$ cat config.mk
export PLATFORM = sky130hd
export DESIGN_NAME = fir_coeff_bank
export DESIGN_NICKNAME = d
export VERILOG_FILES = /design/src/rtl/fir_coeff_bank.sv
export SDC_FILE = /design/constraint.sdc
export NUM_CORES = 1
export LEC_CHECK = 0
export CORE_UTILIZATION = 59
export DETAILED_ROUTE_END_ITERATION = 8
export PLACE_DENSITY = 0.94
export SLEW_MARGIN = 20
export SYNTH_ARGS = -nofsm -noshare
export SYNTH_HDL_FRONTEND = slang
export SYNTH_SLANG_ARGS = --single-unit
$ cat constraint.sdc
create_clock -name clk -period 2.1 [get_ports clk]
set_clock_uncertainty 0.1 [all_clocks]
set_input_delay 0.315 -clock clk [delete_from_list [all_inputs] [get_ports clk]]
set_output_delay 0.315 -clock clk [all_outputs]
set_load 0.03 [all_outputs]
$ cat src/rtl/fir_coeff_bank.sv
// fir_coeff_bank
//   Responder end of the FIR coefficient-reload interface. Sixteen
//   coefficients live in a double-buffered store. The shadow bank is
//   written and read over the reload port. The active bank drives the FIR
//   core flat. A complete shadow load is copied to the active bank in one
//   edge, and the copy waits while the core holds swap_hold.
//
//   Optional build macro: COEFF_READ_ACTIVE_EN. When it is defined, reads
//   return the active bank instead of the shadow bank.
//
// Ports
//   clk, reset_n     clock, asynchronous active-low reset
//   coeff_in_areset  synchronous clear of shadow, read valids, pending commit
//   coeff_in_we      per-lane write enable (4 lanes)
//   coeff_in_adr     word address (coefficient n = 4*adr + lane)
//   coeff_in_data    write data, lane k = bits [16k+15:16k]
//   coeff_in_read    read request at coeff_in_adr
//   coeff_out_valid  per-lane read valid, READ_LAT cycles after the request
//   coeff_out_data   read data; holds its last value while valid is low
//   swap_hold        core busy, defer commit
//   swap_done        one-cycle pulse on the edge the active bank updates
//   commit_pending   a commit is armed and waiting
//   coeffs_active    active bank, coefficient n = bits [16n+15:16n]
module fir_coeff_bank #(
    parameter int COEFF_W  = 16,
    parameter int READ_LAT = 2,
    parameter int LAST_ADR = 3
) (
    input  logic                  clk,
    input  logic                  reset_n,
    input  logic                  coeff_in_areset,
    input  logic [3:0]            coeff_in_we,
    input  logic [1:0]            coeff_in_adr,
    input  logic [4*COEFF_W-1:0]  coeff_in_data,
    input  logic                  coeff_in_read,
    output logic [3:0]            coeff_out_valid,
    output logic [4*COEFF_W-1:0]  coeff_out_data,
    input  logic                  swap_hold,
    output logic                  swap_done,
    output logic                  commit_pending,
    output logic [16*COEFF_W-1:0] coeffs_active
);

    localparam int NUM_LANES = 4;
    localparam int NUM_WORDS = 4;

    // [word][lane][bit]: the packed layout matches the flat coefficient order.
    logic [NUM_WORDS-1:0][NUM_LANES-1:0][COEFF_W-1:0] shadow;
    logic [NUM_WORDS-1:0][NUM_LANES-1:0][COEFF_W-1:0] active;

    logic [NUM_LANES*COEFF_W-1:0]                rd_src;
    logic [READ_LAT-1:0]                         vld_pipe;
    logic [READ_LAT-1:0][NUM_LANES*COEFF_W-1:0]  dat_pipe;
    logic                                        arm;
    logic                                        do_swap;

    // ---------------------------------------------------------------- shadow
    always_ff @(posedge clk or negedge reset_n) begin
        if (!reset_n) begin
            shadow <= '0;
        end else if (coeff_in_areset) begin
            shadow <= '0;
        end else begin
            for (int l = 0; l < NUM_LANES; l++) begin
                if (coeff_in_we[l])
                    shadow[coeff_in_adr][l] <= coeff_in_data[l*COEFF_W +: COEFF_W];
            end
        end
    end

    // ------------------------------------------------------------ read path
    // The source word is captured on the request edge, so a write to the
    // same address on that edge is not seen (read-before-write).
`ifdef COEFF_READ_ACTIVE_EN
    assign rd_src = active[coeff_in_adr];
`else
    assign rd_src = shadow[coeff_in_adr];
`endif

    always_ff @(posedge clk or negedge reset_n) begin
        if (!reset_n) begin
            vld_pipe <= '0;
            dat_pipe <= '0;
        end else if (coeff_in_areset) begin
            // Data stages are left alone so the output data keeps its value.
            vld_pipe <= '0;
        end else begin
            vld_pipe <= READ_LAT'({vld_pipe, coeff_in_read});
            // Stages load only behind a valid, so the last stage holds between results.
            for (int s = READ_LAT - 1; s >= 1; s--) begin
                if (vld_pipe[s-1])
                    dat_pipe[s] <= dat_pipe[s-1];
            end
            if (coeff_in_read)
                dat_pipe[0] <= rd_src;
        end
    end

    assign coeff_out_valid = {NUM_LANES{vld_pipe[READ_LAT-1]}};
    assign coeff_out_data  = dat_pipe[READ_LAT-1];

    // --------------------------------------------------------------- commit
    assign arm = !coeff_in_areset && coeff_in_we[NUM_LANES-1]
                 && (coeff_in_adr == 2'(LAST_ADR));

    // An arming write on the same edge defers the swap by one edge. The
    // copy then includes that write, and only one swap_done is produced.
    assign do_swap = commit_pending && !swap_hold && !arm;

    always_ff @(posedge clk or negedge reset_n) begin
        if (!reset_n) begin
            active         <= '0;
            commit_pending <= 1'b0;
            swap_done      <= 1'b0;
        end else begin
            swap_done <= do_swap;
            if (do_swap)
                active <= shadow;
            if (coeff_in_areset)
                commit_pending <= 1'b0;
            else if (arm)
                commit_pending <= 1'b1;
            else if (do_swap)
                commit_pending <= 1'b0;
        end
    end

    assign coeffs_active = active;

endmodule

==> flow_metrics.env, run 1 <==
export IMPL_cp_top_family="buffers and inverters"
export IMPL_cts_buffer_depth=3
export IMPL_nets=2667
export IMPL_internal_power_w=0.02086
export IMPL_path_class="reg2out"
export IMPL_coreArea_um2=46560
export IMPL_detailedPlace_worstSlack_ns=-0.02685
export IMPL_ant_nets=0
export IMPL_die_h_um=219.5
export IMPL_tritoncts="yes"
export IMPL_setup_viol=0
export IMPL_critPathRequiredTime_ns=1.68
export IMPL_power_frac_seq_pct=47.7
export IMPL_postLayoutSetupSlackWorst_ns=0.002376
export IMPL_area_growth_pct=22.61
export IMPL_vias=20490
export IMPL_drv_slew=0
export IMPL_finalPower_w=0.02858
export IMPL_cp_end_kind="output pin"
export IMPL_tns_ns=0
export IMPL_clock_power_share_pct=38.7
export IMPL_hp_class="in2async"
export IMPL_grt_overflow_total=0
export IMPL_worstPathArrival_ns=1.68
export IMPL_finalCritPeriodShare_pct=99.89
export IMPL_fin_util_pct=73.49
export IMPL_start_kind="flop"
export IMPL_dp_hpwl_mm=56.15
export IMPL_ys_flop_type="dfrtp_1"
export IMPL_worstRegToRegCells=4
export IMPL_yosysWarnings=0
export IMPL_synth_common_cells="644 x dfrtp_1, 578 x nand2_1, 257 x a21oi_1"
export IMPL_drt_pass1_iter_count=7
export IMPL_start_util_pct=59.94
export IMPL_gp_congestion=0.9643
export IMPL_sw_frac_of_total_pct=27.01
export IMPL_htreeDepth=2
export IMPL_yosysTopAreaCell="dfrtp_1"
export IMPL_maxCapViolCount=0
export IMPL_viasPerCell=6.301
export IMPL_clkLatencyLatePin_ns=0.62
export IMPL_yosysMostFrequentCell="dfrtp_1"
export IMPL_grt_usage_pct=35.88
export IMPL_drt_iter0_markers=2024
export IMPL_grt_max_degree=125
export IMPL_cp_slowest_stage_delay_ns=0.69
export IMPL_hold_viol=0
export IMPL_crit_chain="clkdlybuf4s50_1"
export IMPL_peakVddDrop_uv=977.6
export IMPL_fin_crit_ns=2.098
export IMPL_cts_sinks=644
export IMPL_synth_area_leaders="dfrtp_1 58%, mux2_4 12%, nand2_1 7.8%, a21oi_1 4.6%, mux2i_1 4.6%"
export IMPL_ioPinCount=401
export IMPL_ys_async_sr_fraction_pct=100.0
export IMPL_tightestPinTransition_ns=0.8194
export IMPL_path_max_fanout=2
export IMPL_grt_pass1_wl_mm=129.2
export IMPL_cts_buffers=61
export IMPL_p_leak_nw=18.71
export IMPL_drive_gt1_share_pct=20.29
export IMPL_die_area_um2=48170
export IMPL_synth_seq_area_share_pct=57.75
export IMPL_drc=0
export IMPL_avgSynthCellArea_um2=12.37
export IMPL_p_sw_w=0.007719
export IMPL_ys_seq_elements=644
export IMPL_post_drt_wl_per_cell_um=26.22
export IMPL_num_rows=79
export IMPL_synth_distinct_cells=25
export IMPL_synth_edf_count=0
export IMPL_antenna_found_initial=9
export IMPL_cp_slowest_cell="clkdlybuf4s50_1"
export IMPL_grt_pass1_vias=21650
export IMPL_synth_fp_nets=2330
export IMPL_stdcell_area_um2=34210
export IMPL_root_buffer="clkbuf_16"
export IMPL_synth_top_area_share_pct=57.75
export IMPL_combPwrFrac_pct=13.6
export IMPL_die_width_um=219.5
export IMPL_fmax_mhz=476.7
export IMPL_status="completed"
export IMPL_p_per_area_nw_per_um2=835.2
export IMPL_wirelength_mm=85.25
export IMPL_cp_num_cells=1
export IMPL_slew_headroom_pct=45.37
export IMPL_io_buffers=400
export IMPL_syn_area_um2=27900
export IMPL_path_clk_slew_ns=0.07
export IMPL_cp_num_buf_inv=1
export IMPL_postPlaceCellArea_um2=32310
export IMPL_syn_inst=2255
## placed cells by master, fill, tap and decap left out, types with 3 or more instances in the layout
cell             count
clkinv_2            17
nand3_1              3
diode_2              7
mux2i_1            128
buf_4               51
dlymetal6s2s_1      70
and3_1               4
nand2_1            577
clkdlybuf4s50_1     87
clkinvlp_4           3
or3b_2               4
a21oi_1            257
dfrtp_1            644
buf_12              45
dlygate4sd2_1      239
mux2_4             229
inv_1                3
mux2_2              91
bufinv_16            3
clkbuf_8            14
clkbuf_1             8
nand3b_1             8
nor3b_4              4
o221ai_1            64
and3b_1              8
clkbuf_16           63
## area by class of cell
| cell class | instances | area, um^2 |
|---|---|---|
| sequential | 644 | 16120 |
| fill | 2699 | 12340 |
| multi-input combinational | 1384 | 10130 |
| timing repair buffer | 498 | 5189 |
| clock buffer | 84 | 1785 |
| tap | 607 | 759.5 |
| clock inverter | 24 | 206.4 |
| antenna | 7 | 17.52 |
| inverter | 3 | 11.26 |
## power groups by stage
stage               Clock [W]  Sequential (W)  Combinational (W)
finish                 0.0110          0.0136            0.00389
global route           0.0116          0.0137            0.00408
CTS                    0.0111          0.0136            0.00389
global placement            0          0.0138            0.00392
floorplan                   0          0.0143            0.00171
detailed placement          0          0.0138            0.00406
## metrics by stage
step	hold slack [ns]	instances
after floorplan	-0.08059	2255
after global placement	0.1838	3134
after detailed placement	0.1871	3134
after CTS	0.1580	3244
after global routing	0.1663	3248
final	0.1291	3251
## metal layers
metal | GRT usage [%] | vias up | wire length [um]
met5 | 0 | - | 50
met4 | 21.18 | 8 | 5414
met3 | 10.20 | 390 | 8754
met2 | 57.77 | 1457 | 41080
met1 | 43.09 | 10330 | 29950
li1 | - | 8301 | -
## registers in the layout, indices dropped and copies added, names as in the netlist
| name | flops |
|---|---|
| commit_pending | 1 |
| swap_done | 1 |
| coeff_out_data | 64 |
| shadow | 256 |
| dat_pipe | 64 |
| vld_pipe | 2 |
| coeffs_active | 256 |
## kinds of logic after synthesis
family          synth area share (%)
simple gates                   9.040
mux                            20.59
compound gates                 6.618
buf+inv                        6.004
flops                          57.75
## final timing paths
path / startpoint / to / slack (ns)
max: coeffs_active[47] / coeffs_active[47] / 0.002
max in group asynchronous: reset_n / coeffs_active[211] / 0.92
min reg2reg: dat_pipe[44] / dat_pipe[44] / 0.39
min: reset_n / coeffs_active[66] / 0.13
min in group clk: coeff_in_adr[0] / dat_pipe[16] / 0.21
max reg2reg: commit_pending / coeffs_active[181] / 0.47
## repair_timing
action / 4_1_cts / 5_1_grt
setup endpoints to repair: 239 / 70
endpoints found under the hold margin: 349 / 0
gates resized for setup: 239 / 70
hold buffers: 2 / 0
buffers inserted: 0 / 0
No activity file was read; power rests on OpenSTA's default activity.
==> run 2, diff against run 1 <==
Settings changed: GPL_ROUTABILITY_DRIVEN set to 0, SETUP_SLACK_MARGIN set to 0.15.
==> run 2 against run 1 <==
- count of clock-buffer cells in the layout grew 16
- critical path depth is the same
- core utilization grew 0.20 points
- wire length grew 4.4%
- combinational power is essentially flat
- clock power grew 14%
- design area grew 0.27%
- flip-flop and latch count is the same
- global-route usage grew 1.5 points
- sequential power is essentially flat
- cell count grew 0.68%
- largest power group unchanged
- highest routed layer unchanged
==> flow_metrics.env, run 2 (synthesis results as in run 1) <==
export IMPL_p_leak_nw=18.01
export IMPL_drt_iter0_markers=2649
export IMPL_setup_viol=0
export IMPL_start_util_pct=59.94
export IMPL_cts_buffers=66
export IMPL_dp_hpwl_mm=57.14
export IMPL_cts_setup_buffers=0
export IMPL_grt_pass1_wl_mm=133.6
export IMPL_postLayoutSetupSlackWorst_ns=0.1871
export IMPL_drv_slew=0
export IMPL_cp_slowest_stage_delay_ns=0.46
export IMPL_r2r_start="commit_pending"
export IMPL_crit_chain="dlygate4sd2_1"
export IMPL_detailedPlace_worstSlack_ns=-0.08048
export IMPL_finalCritPeriodShare_pct=91.09
export IMPL_grt_pass1_vias=22160
export IMPL_cp_top_family="flip-flops"
export IMPL_rsz0062_at_grt="false"
export IMPL_viasPerCell=6.402
export IMPL_tns_ns=0
export IMPL_grt_usage_pct=37.42
export IMPL_status="completed"
export IMPL_antenna_found_initial=7
export IMPL_cts_buffer_depth=3
export IMPL_cp_num_cells=1
export IMPL_holdPathStages=3
export IMPL_ioPinCount=401
export IMPL_hold_viol=0
export IMPL_r2r_setup_slack_ns=0.48
export IMPL_wirelength_mm=88.97
export IMPL_slew_headroom_pct=46.38
export IMPL_critPathRequiredTime_ns=1.68
export IMPL_die_area_um2=48170
export IMPL_grt_max_degree=127
export IMPL_drt_pass1_iter_count=7
export IMPL_cts_sinks=644
export IMPL_num_rows=79
export IMPL_dp_cells=3148
export IMPL_final_cell_mix="644 x dfrtp_1, 577 x nand2_1, 312 x dlygate4sd2_1"
export IMPL_start_kind="flop"
export IMPL_grt_overflow_total=0
export IMPL_fin_crit_ns=1.913
export IMPL_coreArea_um2=46560
export IMPL_ant_nets=0
export IMPL_drc=0
export IMPL_fmax_mhz=522.8
export IMPL_drive_gt1_share_pct=21.12
export IMPL_peakVddDrop_uv=683.4
export IMPL_hold_start="coeff_in_areset"
export IMPL_die_h_um=219.5
export IMPL_tightestPinTransition_ns=0.8043
export IMPL_hp_class="in2reg"
export IMPL_path_max_fanout=2
export IMPL_nFillCells=2713
export IMPL_post_drt_wl_per_cell_um=27.18
export IMPL_worstRegToRegCells=4
export IMPL_cp_slowest_cell="dfrtp_1"
export IMPL_clkLatencyLatePin_ns=0.60
export IMPL_tritoncts="yes"
export IMPL_die_width_um=219.5
export IMPL_root_buffer="clkbuf_16"
export IMPL_layout_commonest_cell="dfrtp_1"
export IMPL_multi_input_area_um2=10130
export IMPL_p_per_area_nw_per_um2=875.1
export IMPL_path_clk_slew_ns=0.06
export IMPL_vias=20960
export IMPL_seq_area_um2=16120
export IMPL_maxCapViolCount=0
export IMPL_path_class="reg2out"
export IMPL_fin_cells=3273
export IMPL_io_buffers=400
export IMPL_cp_end_kind="output pin"
export IMPL_cp_num_buf_inv=1
export IMPL_critical_path_startpoint="coeff_out_data[0]"
export IMPL_area_growth_pct=22.94
export IMPL_nets=2685
export IMPL_worstPathArrival_ns=1.50
export IMPL_htreeDepth=3
run 2: layout make-up:
class                           count  share of cell area (%)
Multi-Input combinational cell   1384                   29.52
Sequential cell                   644                   46.97
Antenna cell                        5                 0.03647
Inverter                            3                 0.03282
Clock buffer                      100                   6.029
Timing Repair Buffer              511                   14.45
Clock inverter                     19                  0.7404
Tap cell                          607                   2.214
run 2: layer usage:
layer / track usage [%] / vias up / part of all wire [%]
li1: - / 8349 / -
met1: 44.14 / 10410 / 34
met2: 59.02 / 1713 / 47
met3: 11.88 / 482 / 12
met4: 24.58 / 4 / 7.2
met5: 0 / - / 0.030
run 2: per-stage QoR:
stage	hold slack, ns	instance area, um^2	power, W	util [%]
2_1_floorplan	-0.08059	27900	0.01597	-
3_3_place_gp	0.2093	32390	0.01770	69.57
3_5_place_dp	0.2134	32390	0.01790	69.57
4_1_cts	0.03297	34310	0.03000	73.70
5_1_grt	0.04769	34300	0.03084	73.68
6_report	0.06470	34310	0.03002	73.69
run 2: worst paths after layout:
check | to
max reg2reg | coeffs_active[166]
max | coeff_out_data[0]
min in group asynchronous | coeffs_active[2]
max in group asynchronous | coeffs_active[81]
min reg2reg | dat_pipe[47]
min | shadow[2]
run 2: timing repair:
item,in CTS,in global routing
hold buffers,1,0
setup endpoints to repair,326,14
gates resized for setup,326,21
endpoints found under the hold margin,74,0
run 2: power breakdown:
group | leakage (nW) | switching [W] | internal [W] | total [W]
registers | 8.87 | 0.000595 | 0.0131 | 0.0137
clock network | 1.14 | 0.00496 | 0.00755 | 0.0125
logic | 8.00 | 0.00240 | 0.00146 | 0.00386
total | 18.0 | 0.00795 | 0.0221 | 0.0300
